==> src/rtl/cmd_pkg.sv <==
// Shared constants for the command-FIFO read/write blocks.
//   ST_*           : FSM state encodings (legacy 3-bit constants)
//   RD_ASSERTED    : active level of the FIFO read strobe
//   RD_RELEASED    : idle level of the FIFO read strobe
//   FIFO_NOT_EMPTY : level of the empty flag when data is present
package cmd_pkg;

    localparam logic [2:0] ST_IDLE    = 3'd0;
    localparam logic [2:0] ST_STROBE  = 3'd1;
    localparam logic [2:0] ST_RELEASE = 3'd2;
    localparam logic [2:0] ST_NEXT    = 3'd3;
    localparam logic [2:0] ST_DELIVER = 3'd4;

    localparam logic RD_ASSERTED    = 1'b0;
    localparam logic RD_RELEASED    = 1'b1;
    localparam logic FIFO_NOT_EMPTY = 1'b1;

endpackage

==> src/rtl/readcommand_pkt_if.sv <==
// Bundle of FIFO-side and command-register-side signals of readcommand_pkt.
//   nef               : FIFO empty flag, active-low (1 = data present)
//   disp_cmd_rd       : FIFO read strobe, active-low
//   disp_cmd_in       : FIFO data word
//   cmdreg_data_avail : shared command register still occupied
//   cmdreg_wr         : one-cycle write pulse into the command register
//   cmdreg_data_send  : assembled command, word i at [i*DATA_W +: DATA_W]
//   cmdreg_len        : number of words in the delivered command
//   cmd_error         : one-cycle pulse on a length or timeout fault
// slave  = the command reader, master = its environment.
interface readcommand_pkt_if #(
    parameter int DATA_W    = 8,
    parameter int MAX_BYTES = 4
);
    localparam int LEN_W = $clog2(MAX_BYTES + 1);

    logic                          nef;
    logic                          disp_cmd_rd;
    logic [DATA_W-1:0]             disp_cmd_in;
    logic                          cmdreg_data_avail;
    logic                          cmdreg_wr;
    logic [DATA_W*MAX_BYTES-1:0]   cmdreg_data_send;
    logic [LEN_W-1:0]              cmdreg_len;
    logic                          cmd_error;

    modport slave (
        input  nef, disp_cmd_in, cmdreg_data_avail,
        output disp_cmd_rd, cmdreg_wr, cmdreg_data_send, cmdreg_len, cmd_error
    );

    modport master (
        output nef, disp_cmd_in, cmdreg_data_avail,
        input  disp_cmd_rd, cmdreg_wr, cmdreg_data_send, cmdreg_len, cmd_error
    );

endinterface

==> src/rtl/rd_strobe_timer.sv <==
// Tick counter for a FIFO read strobe cycle.
//   clk, nrst  : clock, asynchronous active-low reset
//   i_clr      : restart the count at 0 (priority over i_en)
//   i_en       : advance one tick; the count saturates at END_TICK
//   o_at_latch : tick == LATCH_TICK (sample the data word)
//   o_at_end   : tick == END_TICK (release the strobe)
module rd_strobe_timer #(
    parameter int LATCH_TICK = 5,
    parameter int END_TICK   = 6
)(
    input  logic clk,
    input  logic nrst,
    input  logic i_clr,
    input  logic i_en,
    output logic o_at_latch,
    output logic o_at_end
);
    localparam int TICK_W = $clog2(END_TICK + 1);
    localparam logic [TICK_W-1:0] TICK_LATCH = TICK_W'(LATCH_TICK);
    localparam logic [TICK_W-1:0] TICK_MAX   = TICK_W'(END_TICK);

    logic [TICK_W-1:0] r_tick;

    always_ff @(posedge clk or negedge nrst) begin
        if (!nrst) begin
            r_tick <= '0;
        end else if (i_clr) begin
            r_tick <= '0;
        end else if (i_en && (r_tick != TICK_MAX)) begin
            r_tick <= r_tick + TICK_W'(1);
        end
    end

    assign o_at_latch = (r_tick == TICK_LATCH);
    assign o_at_end   = (r_tick == TICK_MAX);

endmodule

==> src/rtl/readcommand_pkt.sv <==
// Reads a variable-length command from a FIFO (header word 0 carries the total
// length in its low LEN_W bits) and hands it to a shared command register.
//   clk, nrst : clock, asynchronous active-low reset
//   cmd_bus   : FIFO strobe/data and command-register handshake (slave side)
module readcommand_pkt
    import cmd_pkg::*;
#(
    parameter int DATA_W     = 8,
    parameter int MAX_BYTES  = 4,
    parameter int LATCH_TICK = 5,
    parameter int END_TICK   = 6,
    parameter int TIMEOUT    = 255
)(
    input  logic              clk,
    input  logic              nrst,
    readcommand_pkt_if.slave  cmd_bus
);
    localparam int LEN_W = $clog2(MAX_BYTES + 1);
    localparam int TO_W  = $clog2(TIMEOUT + 1);
    localparam logic [TO_W-1:0]  TO_LAST = TO_W'(TIMEOUT - 1);
    localparam logic [LEN_W-1:0] LEN_MAX = LEN_W'(MAX_BYTES);

    logic [2:0]                  r_state;
    logic                        r_rd;
    logic                        r_wr;
    logic                        r_err;
    logic [DATA_W*MAX_BYTES-1:0] r_data;
    logic [LEN_W-1:0]            r_len;
    logic [LEN_W-1:0]            r_idx;
    logic [TO_W-1:0]             r_to_cnt;
    logic [DATA_W-1:0]           r_words [MAX_BYTES];

    logic [LEN_W-1:0]            w_hdr;
    logic [LEN_W-1:0]            w_len;
    logic                        w_len_bad;
    logic [LEN_W-1:0]            w_idx_inc;
    logic [DATA_W*MAX_BYTES-1:0] w_assembled;
    logic                        w_data_present;
    logic                        w_tick_clr;
    logic                        w_tick_en;
    logic                        w_at_latch;
    logic                        w_at_end;

    // Length comes from word 0; a zero header still means a one-word command.
    assign w_hdr     = r_words[0][LEN_W-1:0];
    assign w_len     = (w_hdr == '0) ? LEN_W'(1) : w_hdr;
    assign w_len_bad = (w_len > LEN_MAX);
    assign w_idx_inc = r_idx + LEN_W'(1);

    assign w_data_present = (cmd_bus.nef == FIFO_NOT_EMPTY);
    assign w_tick_clr = ((r_state == ST_IDLE) || (r_state == ST_NEXT)) && w_data_present;
    assign w_tick_en  = (r_state == ST_STROBE) || (r_state == ST_RELEASE);

    // Words at or beyond the length may hold stale data from earlier commands.
    for (genvar g = 0; g < MAX_BYTES; g++) begin : g_asm
        assign w_assembled[g*DATA_W +: DATA_W] = (LEN_W'(g) < w_len) ? r_words[g] : '0;
    end

    rd_strobe_timer #(
        .LATCH_TICK (LATCH_TICK),
        .END_TICK   (END_TICK)
    ) u_timer (
        .clk        (clk),
        .nrst       (nrst),
        .i_clr      (w_tick_clr),
        .i_en       (w_tick_en),
        .o_at_latch (w_at_latch),
        .o_at_end   (w_at_end)
    );

    always_ff @(posedge clk or negedge nrst) begin
        if (!nrst) begin
            r_state  <= ST_IDLE;
            r_rd     <= RD_RELEASED;
            r_wr     <= 1'b0;
            r_err    <= 1'b0;
            r_data   <= '0;
            r_len    <= '0;
            r_idx    <= '0;
            r_to_cnt <= '0;
            for (int unsigned i = 0; i < MAX_BYTES; i++) begin
                r_words[i] <= '0;
            end
        end else begin
            r_wr  <= 1'b0;
            r_err <= 1'b0;
            case (r_state)
                ST_IDLE: begin
                    r_idx <= '0;
                    if (w_data_present) begin
                        r_rd    <= RD_ASSERTED;
                        r_state <= ST_STROBE;
                    end
                end
                ST_STROBE: begin
                    if (w_at_latch) begin
                        for (int unsigned i = 0; i < MAX_BYTES; i++) begin
                            if (r_idx == LEN_W'(i)) begin
                                r_words[i] <= cmd_bus.disp_cmd_in;
                            end
                        end
                        r_state <= ST_RELEASE;
                    end
                end
                ST_RELEASE: begin
                    if (w_at_end) begin
                        r_rd     <= RD_RELEASED;
                        r_idx    <= w_idx_inc;
                        r_to_cnt <= '0;
                        // Word 0 never changes within a command, so the length
                        // check is only ever taken on the header's release.
                        if (w_len_bad) begin
                            r_err   <= 1'b1;
                            r_state <= ST_IDLE;
                        end else if (w_idx_inc == w_len) begin
                            r_state <= ST_DELIVER;
                        end else begin
                            r_state <= ST_NEXT;
                        end
                    end
                end
                ST_NEXT: begin
                    if (w_data_present) begin
                        r_rd    <= RD_ASSERTED;
                        r_state <= ST_STROBE;
                    end else if (r_to_cnt == TO_LAST) begin
                        r_err   <= 1'b1;
                        r_state <= ST_IDLE;
                    end else begin
                        r_to_cnt <= r_to_cnt + TO_W'(1);
                    end
                end
                ST_DELIVER: begin
                    if (!cmd_bus.cmdreg_data_avail) begin
                        r_wr    <= 1'b1;
                        r_data  <= w_assembled;
                        r_len   <= w_len;
                        r_state <= ST_IDLE;
                    end
                end
                default: begin
                    r_state <= ST_IDLE;
                end
            endcase
        end
    end

    assign cmd_bus.disp_cmd_rd      = r_rd;
    assign cmd_bus.cmdreg_wr        = r_wr;
    assign cmd_bus.cmd_error        = r_err;
    assign cmd_bus.cmdreg_data_send = r_data;
    assign cmd_bus.cmdreg_len       = r_len;

endmodule

==> src/flat_wrapper.sv <==
// flat-port wrapper written by rule: the top's interface ports become plain ports
module readcommand_pkt_flat import cmd_pkg::*;
#(
    parameter int DATA_W     = 8,
    parameter int MAX_BYTES  = 4,
    parameter int LATCH_TICK = 5,
    parameter int END_TICK   = 6,
    parameter int TIMEOUT    = 255
)
  (clk, nrst, cmd_bus_nef, cmd_bus_disp_cmd_in, cmd_bus_cmdreg_data_avail, cmd_bus_disp_cmd_rd, cmd_bus_cmdreg_wr, cmd_bus_cmdreg_data_send, cmd_bus_cmdreg_len, cmd_bus_cmd_error);
  readcommand_pkt_if #(.DATA_W(DATA_W), .MAX_BYTES(MAX_BYTES)) cmd_bus_i ();
  input  logic clk;
  input  logic nrst;
  input wire logic [$bits(cmd_bus_i.nef)-1:0] cmd_bus_nef;
  input wire logic [$bits(cmd_bus_i.disp_cmd_in)-1:0] cmd_bus_disp_cmd_in;
  input wire logic [$bits(cmd_bus_i.cmdreg_data_avail)-1:0] cmd_bus_cmdreg_data_avail;
  output wire logic [$bits(cmd_bus_i.disp_cmd_rd)-1:0] cmd_bus_disp_cmd_rd;
  output wire logic [$bits(cmd_bus_i.cmdreg_wr)-1:0] cmd_bus_cmdreg_wr;
  output wire logic [$bits(cmd_bus_i.cmdreg_data_send)-1:0] cmd_bus_cmdreg_data_send;
  output wire logic [$bits(cmd_bus_i.cmdreg_len)-1:0] cmd_bus_cmdreg_len;
  output wire logic [$bits(cmd_bus_i.cmd_error)-1:0] cmd_bus_cmd_error;
  assign cmd_bus_i.nef = cmd_bus_nef;
  assign cmd_bus_i.disp_cmd_in = cmd_bus_disp_cmd_in;
  assign cmd_bus_i.cmdreg_data_avail = cmd_bus_cmdreg_data_avail;
  assign cmd_bus_disp_cmd_rd = cmd_bus_i.disp_cmd_rd;
  assign cmd_bus_cmdreg_wr = cmd_bus_i.cmdreg_wr;
  assign cmd_bus_cmdreg_data_send = cmd_bus_i.cmdreg_data_send;
  assign cmd_bus_cmdreg_len = cmd_bus_i.cmdreg_len;
  assign cmd_bus_cmd_error = cmd_bus_i.cmd_error;
  readcommand_pkt #(.DATA_W(DATA_W), .MAX_BYTES(MAX_BYTES), .LATCH_TICK(LATCH_TICK), .END_TICK(END_TICK), .TIMEOUT(TIMEOUT)) u_core (.clk(clk), .nrst(nrst), .cmd_bus(cmd_bus_i));
endmodule
==> config.mk <==
export PLATFORM = sky130hd
export DESIGN_NAME = readcommand_pkt_flat
export DESIGN_NICKNAME = d
export VERILOG_FILES = /design/src/rtl/cmd_pkg.sv /design/src/rtl/readcommand_pkt_if.sv /design/src/rtl/rd_strobe_timer.sv /design/src/rtl/readcommand_pkt.sv /design/src/flat_wrapper.sv
export SDC_FILE = /design/constraint.sdc
export NUM_CORES = 1
export LEC_CHECK = 0
export CORE_UTILIZATION = 42
export DETAILED_ROUTE_END_ITERATION = 10
export GPL_TIMING_DRIVEN = 0
export SLEW_MARGIN = 20
export SYNTH_ARGS = -nofsm -noshare
export SYNTH_HDL_FRONTEND = slang
export SYNTH_SLANG_ARGS = --single-unit
==> constraint.sdc <==
create_clock -name clk -period 2.2 [get_ports clk]
set_input_delay 0.44 -clock clk [delete_from_list [all_inputs] [get_ports clk]]
set_output_delay 0.44 -clock clk [all_outputs]
set_load 0.01 [all_outputs]
Word-level counts from Yosys, hierarchy flattened
Cells that the tools add are included.
W data, S select, Z words.
- add/subtract/negate cells: 3
- eq/ne operators: 20
- $lt $le $gt $ge: 5
- bitwise operators: 1
- reduce and logical (&&, ||, !) cells: 21
- multiplexer cells: 32
- operators with widths (cell ; count):
    $mux W8 ; 7
    $mux W3 ; 12
    $pmux W8 S2 ; 1
    $pmux W3 S5 ; 1
    $reduce_and A3 Y1 ; 5
    $eq A3 B2 Y1 const B ; 4
    $ne A2 B2 Y1 const B ; 6
    $eq A3 B3 Y1 const B ; 3
    $logic_not A3 Y1 ; 3
    $add A8 B1 Y8 const B ; 1
    $eq A8 B8 Y1 const B ; 1
    $mux W1 ; 8
    $reduce_bool A2 Y1 ; 4
    $add A3 B1 Y3 const B ; 2
    $eq A3 B1 Y1 const B ; 2
    $lt A1 B3 Y1 const A ; 2
    $lt A2 B3 Y1 const A ; 2
    $ne A3 B3 Y1 const B ; 2
    $pmux W3 S2 ; 1
    $reduce_and A5 Y1 ; 1
    $pmux W1 S2 ; 2
    $reduce_and A2 Y1 ; 2
    $reduce_and A4 Y1 ; 1
    $eq A3 B3 Y1 ; 1
    other kinds (6) ; 8
- input bits: 12
- logic and storage cells: 95
- output and inout bits: 38
- register bits after elaboration: 87

Longest topological paths before layout
- word-level depth: 7
- gate-level depth with buffers: 7
- depth with buffers taken out: 6

Cells and area by module
Synthesis repeated with hierarchy kept, for this count alone.
- cell total of the unflattened synthesis: 360
- area total of the unflattened synthesis: 3851.2 um2
- modules (own cells, without submodules) (module ; instances ; area an instance (um2) ; seq. area each (um2) ; cells an instance):
    readcommand_pkt ; 1 ; 3641.0 ; 2103.3 ; 340
    rd_strobe_timer ; 1 ; 210.2 ; 75.1 ; 20

Worst setup path before layout
Ideal clock, no wire load.
- path kind: reg2reg
- from: reg u_core.r_idx[0]
- to: reg u_core.r_state[2]
- stages on the path, launching flop included: 7
- library setup time: 120 ps
- period minus slack after synthesis: 1743 ps
- setup slack: 457 ps
- buffers on the path: 0
- data required time: 2080 ps
- arrival time: 1623 ps
- cell sequence: dfrtp_1 ha_1 ha_1 and4b_1 a22oi_1 a211oi_1 a31o_2
- longest elaborated chain between the ends: 6
- RTL lines (what ; line ; text):
    start, declared ; readcommand_pkt.sv:29 ; logic [LEN_W-1:0] r_idx;
    start signal, assigned ; readcommand_pkt.sv:108 ; r_idx <= w_idx_inc;
    $add A3 B1 Y3 ; readcommand_pkt.sv:48 ; assign w_idx_inc = r_idx + LEN_W'(1);
    $eq A3 B3 Y1 ; readcommand_pkt.sv:115 ; end else if (w_idx_inc == w_len) begin
    $mux W3 ; readcommand_pkt.sv:115 ;
    $mux W3 ; readcommand_pkt.sv:112 ; if (w_len_bad) begin
    $mux W3 ; readcommand_pkt.sv:106 ; if (w_at_end) begin
    $pmux W3 S5 ; readcommand_pkt.sv:87 ; case (r_state)
    end signal, assigned ; readcommand_pkt.sv:114 ; r_state <= ST_IDLE;
    end signal, assigned ; readcommand_pkt.sv:116 ; r_state <= ST_DELIVER;
    end signal, assigned ; readcommand_pkt.sv:118 ; r_state <= ST_NEXT;
    end, declared ; readcommand_pkt.sv:23 ; logic [2:0] r_state;
No other way between the ends. The select of a mux whose other input is x is not followed.
A chain may end at the register's enable or synchronous reset.

Worst setup path in the final report
Same ends and word-level chain as after synthesis.

==> load_flow_metrics.sql <==
INSERT INTO impl_metrics (metric_group, metric, value, unit) VALUES
('global_routing', 'global_route_total_overflow', '0', ''),
('global_routing', 'grtUsageTotal', '17.96', '%'),
('synth', 'yosys.area_share.adder', '3.287', '%'),
('floorplan', 'dieHeight', '97.20', 'um'),
('clock_tree', 'cts_resized', '0', ''),
('synth', 'async_reset_ff_share', '100.0', '%'),
('synth', 'compound_cell_area_share_of_the_yosys_netlist', '5.457', '%'),
('synth', 'yosysUniqueCellTypes', '50', ''),
('global_routing', 'grt_max_degree', '45', ''),
('pwr', 'switchingPower', '1.437', 'mW'),
('clock_tree', 'post_cts.repair.setup_buffers', '0', ''),
('clock_tree', 'clk_pin_slew', '90', 'ps'),
('global_routing', 'initial_antenna_violation_count', '0', ''),
('synth', 'post_synth_simple_gate_area', '19.33', '%'),
('clock_tree', 'clock_sink_count', '87', ''),
('clock_tree', 'holdBufCountCts', '0', ''),
('sta', 'worst_slew_pin_slew', '599.4', 'ps'),
('clock_tree', 'clock_buffer_count_from_cts', '9', ''),
('setup_path', 'critical_path.startpoint_type', 'flop', ''),
('pwr', 'power_density', '972.8', 'nW/um2'),
('placement', 'hpwl', '5532', 'um'),
('synth', 'synthesis.instances', '340', ''),
('clock_tree', 'cts_root_buf', 'clkbuf_8', ''),
('floorplan', 'top_level_ports', '50', ''),
('synth', 'ys_seq_area_share', '57.23', '%'),
('placement', 'place.port_buffers', '49', ''),
('detailed_routing', 'route.detailed.drc', '0', ''),
('layout', 'post-route-cell-area', '4674', 'um2'),
('synth', 'yosys-mux-area-fraction', '9.763', '%'),
('synth', 'dominant_combinational_cell_family_by_area_after_synthesis', 'simple AND/OR/NAND/NOR gates', ''),
('setup_path', 'worst_setup_path_end_kind', 'flop', ''),
('synth', 'yosys.area_share.xor_xnor', '2.071', '%'),
('synth', 'synth_top_area_share', '56.54', '%'),
('sta', 'period_needed', '2008', 'ps'),
('layout', 'antennaDiodeCount', '0', ''),
('sta', 'achievable-frequency', '0.4980', 'GHz'),
('layout', 'design.final.nets', '423', ''),
('synth', 'yosysMostFrequentCell', 'dfrtp_1', ''),
('setup_path', 'crit_path_max_fanout', '7', ''),
('sta', 'postLayoutSetupSlackWorst', '192.1', 'ps'),
('detailed_routing', 'post_drt_wl_per_cell', '15.36', 'um'),
('pwr', 'combPwrFrac', '27.1', '%'),
('layout', 'final_layout_size_suffix_gt1_share', '17.78', '%'),
('setup_path', 'r2r-start', 'u_core.r_idx[0]', ''),
('detailed_routing', 'wirelength', '7882', 'um'),
('placement', 'detailed_place.area', '4457', 'um2'),
('global_routing', 'grt_pass1_vias', '2643', ''),
('synth', 'synth.yosys.warnings', '0', ''),
('synth', 'netlist_area', '3806', 'um2'),
('setup_path', 'reg2reg_to', 'u_core.r_state[2]', ''),
('floorplan', 'dieArea', '9447', 'um2'),
('flow_run', 'drv_cap', '0', ''),
('sta', 'max_slew_margin', '60.04', '%'),
('synth', 'synth_enable_flop_cells', '0', ''),
('sta', 'finClkSkew', '9.442', 'ps'),
('sta', 'final_max_tran_viols', '0', ''),
('setup_path', 'rr_worst_depth', '6', ''),
('hold_path', 'hp-class', 'primary input to async pin', ''),
('status', 'outcome', 'finished, final reports clean', ''),
('floorplan', 'die-width', '97.20', 'um'),
('clock_tree', 'clock_insertion_delay_worst_skew', '350', 'ps'),
('pwr', 'seqPwrFrac', '46.2', '%'),
('synth', 'avg_cell_area_syn', '11.19', 'um2'),
('layout', 'area.growth.synth_to_final', '22.81', '%'),
('detailed_routing', 'drtIter0Drc', '102', ''),
('synth', 'synth_area_leader_cell', 'dfrtp_1', ''),
('synth', 'synth.top_cells.by_area', 'dfrtp_1 57%, mux2_2 9.5%, nand2_1 7.8%', ''),
('pwr', 'p_clk_share', '26.8', '%'),
('sta', 'hold_slack', '82.08', 'ps'),
('detailed_routing', 'dr_total_vias', '2630', ''),
('setup_path', 'worst-endpoint-arrival', '2240', 'ps');
[power groups by stage]
| stage | logic (mW) | clock network, mW | registers (mW) |
|---|---|---|---|
| after global placement | 1.21 | 0 | 2.12 |
| after floorplan | 0.707 | 0 | 2.14 |
| final | 1.23 | 1.22 | 2.10 |
| after global routing | 1.36 | 1.31 | 2.15 |
| after detailed placement | 1.24 | 0 | 2.13 |
| after CTS | 1.25 | 1.25 | 2.11 |
[sequential cells by signal (all words and copies together), names as in the netlist]
signal / flops
u_core.cmd_bus.cmd_error: 1
u_core.cmd_bus.cmdreg_data_send: 32
u_core.cmd_bus.cmdreg_len: 3
u_core.cmd_bus.cmdreg_wr: 1
u_core.cmd_bus.disp_cmd_rd: 1
u_core.r_idx: 3
u_core.r_state: 3
u_core.r_to_cnt: 8
u_core.r_words: 32
u_core.u_timer.r_tick: 3
[cell families (layout without fill, tap and decap cells)]
kind of cell / count (synthesis) / after routing
DFF: 87 / 87
adders and majority gates: 10 / 10
buffers and inverters: 23 / 88
and+or+nand+nor: 149 / 149
AOI/OAI and AO/OA: 29 / 29
muxes: 33 / 33
xor gates and xnor gates: 9 / 9
[layout make-up]
| type | instances | area [um2] |
|---|---|---|
| buffer | 13 | 71.32 |
| multi-input combinational | 230 | 1519 |
| clock buffer | 9 | 123.9 |
| inverter | 10 | 37.54 |
| tap | 108 | 135.1 |
| fill | 799 | 4089 |
| timing repair buffer | 50 | 515.5 |
| clock inverter | 6 | 93.84 |
| sequential | 87 | 2178 |
[per-stage QoR]
step                      utilization [%]  std cells  setup TNS (ps)
after detailed placement            50.86        498               0
after global routing                53.34        513               0
after CTS                           53.34        513               0
after global placement              50.57        497         -220430
final                               53.34        513               0
after floorplan                         -        340               0
[how the worst max path moves through the flow]
stage	cells after the start	start	to
finish	6	u_core.r_idx[0]	u_core.r_state[2]
global route	6	u_core.r_idx[0]	u_core.r_state[2]
CTS	6	u_core.r_idx[0]	u_core.r_state[2]
detailed placement	6	cmd_bus_cmdreg_data_avail	u_core.cmd_bus.cmdreg_data_send[15]
global placement	1	nrst	u_core.cmd_bus.cmdreg_data_send[12]
floorplan	6	u_core.r_idx[0]	u_core.r_state[2]
[routing by layer]
layer	part of all wire, %	global-route usage, %	vias to the layer above
li1	-	-	1279
met2	47	27.46	35
met4	1.2	6.889	0
met3	2.4	2.950	7
met1	50	25.67	1309
met5	0	0	-
[worst max-delay path, cell delays in order (launching register included)]
cell	delay, ps
dfrtp_1	470
ha_1	250
ha_1	350
and4b_1	230
a22oi_1	240
a211oi_1	140
a31o_2	240
[cell usage in the layout (no fill, tap or decap), types with 2 or more instances in the layout]
master / count
o2111ai_1: 2
bufinv_16: 2
inv_1: 9
o211ai_1: 3
nor2_1: 13
mux2_2: 32
and3_1: 2
dfrtp_1: 86
clkbuf_8: 9
xor2_1: 5
nand2_2: 3
and2_1: 2
nand3_1: 32
o21ai_0: 11
or3_1: 2
ha_1: 10
buf_2: 3
buf_4: 2
clkdlybuf4s50_1: 48
inv_6: 2
buf_6: 2
or2_2: 2
a211oi_1: 3
nand2_1: 79
xnor2_1: 4
clkbuf_1: 6
(Power assumes the default switching activity.)
